<file path="src/rtl/spi_slave_port.sv">
// SPI mode-0 responder. The pins are oversampled in the clk domain. A one-byte TX buffer and a
// one-byte RX holding register give the CPU side a strobe/flag handshake.
module spi_slave_port #(
    parameter int SYNC_STAGES = 2
) (
    input  logic       clk,
    input  logic       reset_n,
    input  logic       ss_n,
    input  logic       sck,
    input  logic       mosi,
    output logic       miso,
    output logic       miso_oe,
    input  logic [7:0] tx_data,
    input  logic       tx_wr,
    output logic       tx_full,
    output logic [7:0] rx_data,
    output logic       rx_valid,
    input  logic       rx_rd,
    output logic       overrun,
    output logic       selected
);

    typedef enum logic {IDLE, SHIFT} state_t;

    state_t                 state_q;
    logic [SYNC_STAGES-1:0] sck_sync_q, ss_sync_q, mosi_sync_q;
    logic                   sck_prev_q;
    logic [7:0]             tx_buf_q, tx_sh_q, rx_sh_q, rx_data_q;
    logic                   tx_full_q, rx_valid_q, overrun_q;
    logic [2:0]             bitcnt_q;
    logic                   miso_q, miso_oe_q;

    logic       sck_s, ss_s, mosi_s, sck_rise, sck_fall;
    logic [7:0] load_d;

    always_comb begin
        sck_s    = sck_sync_q[SYNC_STAGES-1];
        ss_s     = ss_sync_q[SYNC_STAGES-1];
        mosi_s   = mosi_sync_q[SYNC_STAGES-1];
        sck_rise = sck_s & ~sck_prev_q;
        sck_fall = ~sck_s & sck_prev_q;
        // An empty buffer sends all-ones so the host sees an idle-high line.
        load_d   = tx_full_q ? tx_buf_q : 8'hFF;
    end

    always_ff @(posedge clk or negedge reset_n) begin
        if (!reset_n) begin
            state_q     <= IDLE;
            sck_sync_q  <= '0;
            ss_sync_q   <= '1;
            mosi_sync_q <= '0;
            sck_prev_q  <= 1'b0;
            tx_buf_q    <= 8'h00;
            tx_full_q   <= 1'b0;
            tx_sh_q     <= 8'hFF;
            rx_sh_q     <= 8'h00;
            rx_data_q   <= 8'h00;
            rx_valid_q  <= 1'b0;
            overrun_q   <= 1'b0;
            bitcnt_q    <= 3'd0;
            miso_q      <= 1'b1;
            miso_oe_q   <= 1'b0;
        end else begin
            sck_sync_q  <= {sck_sync_q[SYNC_STAGES-2:0], sck};
            ss_sync_q   <= {ss_sync_q[SYNC_STAGES-2:0], ss_n};
            mosi_sync_q <= {mosi_sync_q[SYNC_STAGES-2:0], mosi};
            sck_prev_q  <= sck_s;

            // A byte completing in this cycle sets the flags again below.
            if (rx_rd) begin
                rx_valid_q <= 1'b0;
                overrun_q  <= 1'b0;
            end

            case (state_q)
                IDLE: begin
                    if (!ss_s) begin
                        state_q   <= SHIFT;
                        tx_sh_q   <= load_d;
                        tx_full_q <= 1'b0;
                        bitcnt_q  <= 3'd0;
                        miso_q    <= load_d[7];
                        miso_oe_q <= 1'b1;
                    end
                end
                SHIFT: begin
                    if (ss_s) begin
                        state_q   <= IDLE;
                        bitcnt_q  <= 3'd0;
                        miso_q    <= 1'b1;
                        miso_oe_q <= 1'b0;
                    end else if (sck_rise) begin
                        rx_sh_q  <= {rx_sh_q[6:0], mosi_s};
                        bitcnt_q <= bitcnt_q + 3'd1;
                        if (bitcnt_q == 3'd7) begin
                            rx_data_q  <= {rx_sh_q[6:0], mosi_s};
                            rx_valid_q <= 1'b1;
                            if (rx_valid_q && !rx_rd)
                                overrun_q <= 1'b1;
                        end
                    end else if (sck_fall) begin
                        if (bitcnt_q == 3'd0) begin
                            tx_sh_q   <= load_d;
                            tx_full_q <= 1'b0;
                            miso_q    <= load_d[7];
                        end else begin
                            tx_sh_q <= {tx_sh_q[6:0], 1'b0};
                            miso_q  <= tx_sh_q[6];
                        end
                    end
                end
                default: state_q <= IDLE;
            endcase

            // The CPU write lands after any shifter load, so the shifter keeps the old byte.
            if (tx_wr) begin
                tx_buf_q  <= tx_data;
                tx_full_q <= 1'b1;
            end
        end
    end

    assign miso     = miso_q;
    assign miso_oe  = miso_oe_q;
    assign tx_full  = tx_full_q;
    assign rx_data  = rx_data_q;
    assign rx_valid = rx_valid_q;
    assign overrun  = overrun_q;
    assign selected = ~ss_s;

endmodule

</file>
<file path="config.mk">
export PLATFORM = sky130hd
export DESIGN_NAME = spi_slave_port
export DESIGN_NICKNAME = d
export VERILOG_FILES = /design/src/rtl/spi_slave_port.sv
export SDC_FILE = /design/constraint.sdc
export NUM_CORES = 1
export LEC_CHECK = 0
export ABC_AREA = 1
export BUFFER_PORTS_ARGS = -buffer_cell sky130_fd_sc_hd__buf_2
export CORE_ASPECT_RATIO = 1.25
export CORE_UTILIZATION = 40
export DETAILED_ROUTE_END_ITERATION = 10
export SLEW_MARGIN = 20
export SYNTH_ARGS = -nofsm -noshare
export SYNTH_HDL_FRONTEND = slang
export SYNTH_SLANG_ARGS = --single-unit
</file>
<file path="constraint.sdc">
create_clock -name clk -period 1.7 [get_ports clk]
set_input_delay 0.255 -clock clk [delete_from_list [all_inputs] [get_ports clk]]
set_output_delay 0.255 -clock clk [all_outputs]
set_load 0.02 [all_outputs]
</file>
==> results.ini <==
[power]
power_density_nw_per_um2 = 968
p_leak_uw = 0.00122
fin_total_pwr_uw = 2250
ir_drop_uv = 732

[setup_path]
r2r_slack_ns = 0.12
worstPathCellList = inv_1 -> ha_1 -> a21oi_1 -> inv_1 -> nand2_1 -> nand2_1
slowest_delay_ns = 0.59
slowest_stage = dfstp_2
end_kind = register
critical_path_class = reg2reg
required_ns = 1.90
worstSetupStartpointType = register
cp_max_fo = 5
crit_arrival_ns = 1.78

[synth]
synth_fp_nets = 240
yosys_warnings = 0
synth_area_leader_cell = dfrtp_1
ys_top_cells_by_area = dfrtp_1 45%, nand2_1 14%, dfstp_2 13%
synthFlopType = dfrtp_1
synth.cell_area_sq_um = 2020
ys_seq_area_share_pct = 57.7
syn_inst = 219
synth-async-reset-ratio_pct = 100
synth-seq-cells = 46
synth.top_cell.area_share_pct = 44.7
synth-edff-count = 0
synth_cell_type_count = 21
avgSynthCellArea_sq_um = 9.21

[place]
dp_hpwl_um = 2490
gp_congestion = 0.726
port_buffers = 28

[floorplan]
rows = 28
die_h_um = 81.4
core-area_sq_um = 4800
initial_core_util_pct = 42.0
die_area_sq_um = 5330
pin_count = 29
die_w_um = 65.5

[timing]
fin_crit_ns = 1.58
max_freq_ghz = 0.631
rsz0062_at_grt = false
hold_violations = 0
drv_slew = 0
final.setup_skew_ns = 0.00650
timing.final.crit_share_pct = 93.2
finalSetupViolCount = 0
slew_headroom_pct = 65.4
final.setup.tns_ns = 0
tightestPinTransition_ns = 0.519

[cells_and_area]
synthToLayoutAreaGrowth_pct = 15.1
nFillCells = 453
layout-drive-gt1-share_pct = 26.0
antenna_cells = 0
layout_commonest_cell = nand2_1
final_cell_mix = 77 x nand2_1, 36 x dfrtp_1, 28 x buf_2
nets = 274

[global_route]
top_usage_layer = met2
grt_max_degree = 27
grt.met2_usage_pct = 25.5
gr-usage-met3_pct = 3.23
antenna_found_initial = 0
grt_pass1_vias = 1410
grt_pass1_wl_um = 6150
overflow = 0
grtUsageTotal_pct = 15.3
use_met1_pct = 18.5

[clocking]
cts_tree = done
numCtsBuffers = 5
cts.repair.resized = 0
h-tree-depth = 2
post_cts_buffers = 0
clockBufferDepth = 2
clock-sinks = 46
path_clk_slew_ns = 0.09
clock_latency_ns = 0.30
cts-root-buf = clkbuf_8

[job]
max_cap_violations = 0

[status]
status = finished, final reports clean

[routing]
wl_um = 3450
wire_per_inst_um = 11.0
vias = 1426
drt_iter0_drc = 53
drtAntennaViolNets = 0
dr.pass1.iters = 4
drc = 0
vias_per_cell = 4.54

[hold_path]
hold_class = in2reg

timing repair:
item	4_1_cts	5_1_grt
hold endpoints to repair	18	0
setup endpoints to repair	0	0
hold buffers	1	0
layer usage:
layer | share of wire (%) | wire length, um
met1 | 47 | 1610
met4 | 2.5 | 88
met2 | 47 | 1640
met3 | 3.2 | 111
met5 | 0 | 0
kinds of logic after synthesis:
logic type	count (synthesis)	synth area share, %
adders and majority gates	6	3.72
DFF	46	57.7
buffers and inverters	29	6.39
AOI/OAI and AO/OA	22	6.76
and+or+nand+nor	116	25.4
synthesized netlist by cell type, types with 2 or more instances:
cell type,number
nand3b_1,6
o21ai_2,7
ha_1,6
inv_2,2
buf_6,2
a21oi_1,4
o21ai_0,5
inv_1,23
nor2_2,2
nand2_2,5
nand2_1,77
dfrtp_1,36
o21ai_1,6
nor2_1,10
dfstp_2,10
nand3_1,13
registers in the layout, summed over array words and instances, names as in the netlist, 2 cells and up:
signal	count
rx_sh_q	7
tx_sh_q	7
bitcnt_q	3
mosi_sync_q	2
sck_sync_q	2
ss_sync_q	2
tx_buf_q	8
rx_data	8
power breakdown:
part	leakage [uW]	total [uW]	switching [uW]	internal (uW)
logic	0.000610	309	192	117
clock network	0.0000452	650	360	290
registers	0.000568	1290	59.1	1230
total	0.00122	2250	611	1640
worst paths after layout:
kind | end | depth (start not counted) | start
setup / recovery | bitcnt_q[0] | 6 | ss_sync_q[1]
hold / removal | ss_sync_q[0] | 1 | ss_n
setup reg to reg | bitcnt_q[0] | 6 | ss_sync_q[1]
hold reg to reg | mosi_sync_q[1] | 0 | mosi_sync_q[0]
max in group asynchronous | tx_sh_q[4] | 3 | reset_n
min in group asynchronous | rx_data[4] | 2 | reset_n
through the flow:
step | hold WS, ns | util (%) | instances | worst slack (ns) | instance area (sq um)
3_3_place_gp | 0.256 | 46.4 | 305 | 0.183 | 2220
4_1_cts | 0.0446 | 48.4 | 314 | 0.115 | 2320
2_1_floorplan | -0.0406 | - | 219 | 0.167 | 2020
5_1_grt | 0.0418 | 48.4 | 314 | 0.0164 | 2320
6_report | 0.0583 | 48.4 | 314 | 0.115 | 2320
3_5_place_dp | 0.262 | 46.4 | 305 | 0.126 | 2220
final cells by class:
cell class | instances | area [sq um] | area share, %
timing repair buffer | 31 | 178 | 7.65
tap | 60 | 75.1 | 3.23
multi-input combinational | 144 | 724 | 31.2
clock buffer | 6 | 72.6 | 3.13
sequential | 46 | 1160 | 50.1
inverter | 25 | 93.8 | 4.04
clock inverter | 2 | 13.8 | 0.593
critical path, delay by kind of cell (launching register included):
| family | cells | cell delay [ns] |
|---|---|---|
| buffers and inverters | 2 | 0.21 |
| AOI/OAI and AO/OA | 1 | 0.30 |
| adders and majority gates | 1 | 0.27 |
| DFF | 1 | 0.59 |
| and+or+nand+nor | 2 | 0.12 |
(Power assumes the default switching activity.)
